===== config.mk =====
export PLATFORM = sky130hd
export DESIGN_NAME = pp_seq_mul
export DESIGN_NICKNAME = d
export VERILOG_FILES = /design/src/rtl/pp_seq_mul.sv
export SDC_FILE = /design/constraint.sdc
export NUM_CORES = 1
export LEC_CHECK = 0
export ABC_AREA = 1
export CAP_MARGIN = 10
export CELL_PAD_IN_SITES_DETAIL_PLACEMENT = 0
export CELL_PAD_IN_SITES_GLOBAL_PLACEMENT = 1
export CORE_ASPECT_RATIO = 1.25
export CORE_MARGIN = 4
export CORE_UTILIZATION = 44
export CTS_BUF_LIST = sky130_fd_sc_hd__clkbuf_8
export DETAILED_ROUTE_END_ITERATION = 8
export PLACE_DENSITY = 0.89
export SLEW_MARGIN = 20
export SYNTH_ARGS = -nofsm -noshare
export SYNTH_HDL_FRONTEND = slang
export SYNTH_SLANG_ARGS = --single-unit

===== constraint.sdc =====
create_clock -name clk -period 6.85 [get_ports clk]
set_clock_uncertainty 0.05 [all_clocks]
set_input_delay 1.7125 -clock clk [delete_from_list [all_inputs] [get_ports clk]]
set_output_delay 1.7125 -clock clk [all_outputs]
set_load 0.01 [all_outputs]

===== src/rtl/pp_seq_mul.sv =====
// Sequential signed WxW multiplier: accumulates ROWS partial-product rows per cycle,
// with the MSB row of a negated for two's-complement weighting.
module pp_seq_mul #(
    parameter int W    = 16,
    parameter int ROWS = 4
) (
    input  logic           clk,
    input  logic           rst_n,
    input  logic           in_valid,
    output logic           in_ready,
    input  logic [W-1:0]   a,
    input  logic [W-1:0]   b,
    input  logic           abort,
    output logic           out_valid,
    input  logic           out_ready,
    output logic [2*W-1:0] product,
    output logic           busy
);
    localparam int N  = W / ROWS;
    localparam int CW = (N > 1) ? $clog2(N) : 1;
    localparam int IW = $clog2(W);

    typedef enum logic [1:0] {IDLE, RUN, DONE} state_t;

    state_t         state, state_nxt;
    logic [W-1:0]   a_r, b_r, a_nxt, b_nxt;
    logic [2*W-1:0] acc, acc_nxt;
    logic [CW-1:0]  cnt, cnt_nxt;

    logic [2*W-1:0] b_ext, row, group_sum;
    logic [IW-1:0]  row_idx;

    // Sum of the ROWS partial products selected by the current group counter.
    always_comb begin
        group_sum = '0;
        row       = '0;
        row_idx   = '0;
        b_ext     = {{W{b_r[W-1]}}, b_r};
        for (int unsigned j = 0; j < ROWS; j++) begin
            row_idx = IW'(int'(cnt) * ROWS + int'(j));
            row     = a_r[row_idx] ? (b_ext << row_idx) : '0;
            if (row_idx == IW'(W - 1)) begin
                row = -row;
            end
            group_sum = group_sum + row;
        end
    end

    always_comb begin
        state_nxt = state;
        a_nxt     = a_r;
        b_nxt     = b_r;
        acc_nxt   = acc;
        cnt_nxt   = cnt;
        in_ready  = 1'b0;
        out_valid = 1'b0;
        case (state)
            IDLE: begin
                in_ready = 1'b1;
                if (in_valid) begin
                    a_nxt     = a;
                    b_nxt     = b;
                    acc_nxt   = '0;
                    cnt_nxt   = '0;
                    state_nxt = RUN;
                end
            end
            RUN: begin
                if (abort) begin
                    state_nxt = IDLE;
                end else begin
                    acc_nxt = acc + group_sum;
                    cnt_nxt = cnt + 1'b1;
                    if (cnt == CW'(N - 1)) begin
                        state_nxt = DONE;
                    end
                end
            end
            DONE: begin
                out_valid = 1'b1;
                if (abort || out_ready) begin
                    state_nxt = IDLE;
                end
            end
            default: state_nxt = IDLE;
        endcase
        busy = !in_ready;
    end

    always_ff @(posedge clk or negedge rst_n) begin
        if (!rst_n) begin
            state <= IDLE;
            a_r   <= '0;
            b_r   <= '0;
            acc   <= '0;
            cnt   <= '0;
        end else begin
            state <= state_nxt;
            a_r   <= a_nxt;
            b_r   <= b_nxt;
            acc   <= acc_nxt;
            cnt   <= cnt_nxt;
        end
    end

    assign product = acc;

endmodule


* After elaboration in Yosys (flattened, before gate mapping) *
Cells that the tools add are included.

storage, ports and cells
  logic and storage cells = 69
  bits in registers = 68
  output and inout port bits = 35
  input bits = 37

cells by class
  reduce and logical (&&, ||, !) cells = 7
  $add $sub $neg = 11
  shift-type cells = 4
  magnitude comparators = 4
  equality and inequality tests = 10
  muxes and demuxes = 28

operators with widths
  cell                                                        number
  2-to-1 mux 32 bit                                           9
  adder 32 bit                                                4
  << shifter 32 x 4 -> 32 bit                                 4
  negation 32 bit                                             3
  case mux 32 bit (2 select lines)                            1
  less-than comparator 4 x 5 -> 1 bit, second input constant  4
  binary-select mux 1 bit (select 4 bit)                      3
  == test 4 bit, second input constant                        3
  2-to-1 mux 2 bit                                            6
  adder 4 x 2 -> 4 bit, second input constant                 2
  2-to-1 mux 1 bit                                            6
  != test 2 bit, second input constant                        3
  case mux 2 bit (3 select lines)                             1
  AND reduction 3 bit                                         2
  adder 4 x 1 -> 4 bit, second input constant                 1
  == test 2 bit, second input constant                        2
  case mux 2 bit (2 select lines)                             1
  != test 3 bit, second input constant                        1
  adder 2 x 1 -> 2 bit, second input constant                 1
  binary-select mux 1 bit (select 2 bit)                      1
  == test 2 x 1 -> 1 bit, second input constant               1
  logical NOT 2 bit                                           1
  AND reduction 2 bit                                         1
  nonzero test 2 bit                                          1
  other kinds (2)                                             2

* Depth between registers and ports, before layout *
  depth in word-level cells = 12
  gate-level depth with buffers = 33
  gate-level depth less buffers = 33

* Worst setup path before layout *
Ideal clock, no wire load.

  path type = register to register
  start point = register cnt[0]
  end point = register acc[27], in the netlist product[27]
  buffers on the path = 2
  setup time = 0.123 ns
  data arrival time = 4.630 ns
  period minus slack after synthesis = 4.803 ns
  path slack = 2.047 ns
  required time = 6.677 ns
  stages on the path, launching flop included = 28
  path through = dfrtp_1 buf_6 buf_6 nand2_2 nand2_1 o21a_1 nand2_2 nand2_2 nor2_1 nand2_1 nor2_2 nand2_2 nor2_4 nor2_1 xor2_1 fa_1 fa_1 inv_1 fa_1 inv_1 ha_1 a21oi_1 o21ai_0 a21oi_1 nand3_1 a21o_1 o21ai_0 nand2_1

between the ends
  longest elaborated chain between the ends = 12
  elaborated cells between the ends (all ways) = 34
  those cells by class = add/sub (10); eq/ne (3); shift (4); mux (17)

ends and longest elaborated chain
  what                                    RTL line  RTL
  start: declaration                      28        logic [CW-1:0] cnt, cnt_nxt;
  start signal: assignment                102       cnt <= cnt_nxt;
  adder 4 x 1 -> 4 bit                    40        row_idx = IW'(int'(cnt) * ROWS + int'(j));
  binary-select mux 1 bit (select 4 bit)  41        row = a_r[row_idx] ? (b_ext << row_idx) : '0;
  2-to-1 mux 1 bit (not written as such)  41
  2-to-1 mux 32 bit                       41
  negation 32 bit                         43        row = -row;
  2-to-1 mux 32 bit                       42        if (row_idx == IW'(W - 1)) begin
  adder 32 bit (2 in a row)               45        group_sum = group_sum + row;
  adder 32 bit *                          45
  adder 32 bit *                          72        acc_nxt = acc + group_sum;
  2-to-1 mux 32 bit *                     69        if (abort) begin
  case mux 32 bit (2 select lines) *      57        case (state)
  end signal: assignment                  101       acc <= acc_nxt;
  end: declaration                        27        logic [2*W-1:0] acc, acc_nxt;

Every way passes the cells marked *; elsewhere a longest branch is shown, timed or not. The select of a mux whose other input is x is not followed.
A chain may end at the register's enable or synchronous reset.

* Final worst setup path *
  start point = register cnt[0]
  end point = register acc[28], in the netlist product[28]

Same word-level chain as after synthesis.

==> metrics.yaml <==
status: "finished clean"
vias: 7913
totalWireLength_um: 25400
die_h_um: 164
synth_common_cells: "nand2_1, inv_1, nor2_1, fa_1, dfrtp_1"
ys_ff_latch: 68
synthesis.nets: 1418
n_antenna_cell: 0
crit_path_top_delay_cell: "fa_1"
worstPathArrival_ns: 6.49
gr-usage-met2: 0.414
critical_path.max_stage_delay_ns: 0.54
worstSetupPathType: "reg2reg"
drc: 0
yosysTopAreaCell: "fa_1"
final_util: 0.513
tightest_slew_ns: 0.926
clk_path_buf_depth: 2
netlist_area_um2: 8610
antenna_found_initial: 0
grt_max_degree: 69
post-route-period-util: 0.909
met3_usage: 0.0402
clk_latency_ns: 0.39
syn_to_final_growth_pct: 13.1
pin_count: 72
cp.required_ns: 7.11
drive_above_1_share: 0.0477
synth-edff-count: 0
wl_per_cell_um: 16.1
critPathMaxFanout: 26
grt.total_usage: 0.243
fin_nets: 1475
period_minus_slack_ns: 6.23
core_area_um2: 19000
hold_viol_final: 0
cts_setup_buffers: 0
final-setup-viol-count: 0
netlist_instances: 1260
drv_cap: 0
busiest_layer: "met2"
grt_pass1_vias: 7788
setup_tns_ns: 0
fp.dieW_um: 133
maxSlewViolCount: 0
use_met1: 0.310
rows: 56
cts_buffers: 9
hp-class: "reg2reg"
yosysMostFrequentCell: "nand2_1"
cts_htree_levels: 3
yosysWarnings: 0
ant_nets: 0
gp_routability_congestion: 0.930
start_util: 0.453
yosysSeqAreaShare: 0.198
clock_sinks: 68
grt_setup_unrepaired: "false"
slew_headroom: 0.383
synth_top_area_frac: 0.205
vias_per_cell: 5.00
clock-root-buffer: "clkbuf_8"
hpwl_um: 20700
drt_iter0_drc: 461
place_ws_ns: 0.624
async_flop_share: 1.00
synthTopCellsByArea: "fa_1, dfrtp_1, nand2_1, inv_1, nor2_1"
drt_pass1_iterations: 5
startpoint_type: "flip-flop"
cts_tree: "built"
crit_path_end_kind: "flip-flop"
hold_buffers: 0
die_area_um2: 21900
cts_resized: 0
timing.final.ws_setup_ns: 0.624
max_freq_mhz: 161
cp_common_cell: "nand2_1"
clk_pin_slew_ns: 0.10
synth_flop_cell: "dfrtp_1"
numPortBuffers: 71
syn_area_per_cell_um2: 6.83
ys_types: 44
grt_overflow: 0
grt_pass1_wl_um: 41400
-- stage by stage --
stage          cell area (um2)  hold WS, ns  std cells
6_report                  9740        0.433       1583
4_1_cts                   9740        0.433       1583
2_1_floorplan             8610        0.392       1260
3_3_place_gp              9530        0.408       1567
5_1_grt                   9740        0.457       1583
3_5_place_dp              9530        0.411       1567
-- cell usage in the layout (no fill, tap or decap), types with 12 or more instances in the layout --
cell type	n
nand2_1	433
inv_1	204
nor2_1	113
fa_1	88
clkdlybuf4s50_1	70
dfrtp_1	68
o21ai_0	58
nand3_1	54
a21oi_1	43
ha_1	33
xor2_1	20
nand2_2	13
buf_4	12
-- flip-flops by register name, indices dropped and copies added, names as in the netlist --
register / cells
a_r: 16
cnt: 2
product: 32
b_r: 16
state: 2
-- cell families after synthesis --
group | count (synthesis) | synth area share
and+or+nand+nor | 654 | 0.312
adders and majority gates | 121 | 0.253
xor gates and xnor gates | 26 | 0.0264
AOI/OAI and AO/OA | 145 | 0.0962
buffers and inverters | 246 | 0.115
DFF | 68 | 0.198
-- layout make-up --
cell class	count	area [um2]
repair buffers	82	791
clock buffers	9	124
multi-input cells	946	5930
flip-flops and latches	68	1700
fillers	1921	9250
clock inverters	7	82.6
well taps	261	327
inverters	210	788
-- path summary, 6_finish.rpt --
| kind | slack (ns) | startpoint | cells past startpoint | to |
|---|---|---|---|---|
| worst max register to register | 0.62 | cnt[0] | 28 | product[28] |
| worst min-delay path | 0.43 | a_r[13] | 2 | a_r[13] |
| max in group asynchronous | 4.73 | rst_n | 1 | b_r[13] |
| worst max-delay path | 0.62 | cnt[0] | 28 | product[28] |
| worst min register to register | 0.43 | a_r[13] | 2 | a_r[13] |
| min in group asynchronous | 1.38 | rst_n | 1 | product[19] |
-- per-layer routing --
layer / share of wire / routed length (um)
met3: 0.044 / 1130
met2: 0.49 / 12300
met5: 0 / 0
met1: 0.44 / 11100
met4: 0.032 / 825
-- worst max-delay path, delay by kind of cell (launching register included) --
kind	cells	cell delay, ns
adder cells (fa/ha/maj)	5	2.16
XOR/XNOR	1	0.28
AND/OR/NAND/NOR	15	1.73
buffers and inverters	4	0.53
AO/OA/AOI/OAI	3	0.89
flip-flops	1	0.48
Power is not shown: default switching activity piles up to over one toggle a cycle in this logic, so the estimate is an artifact.
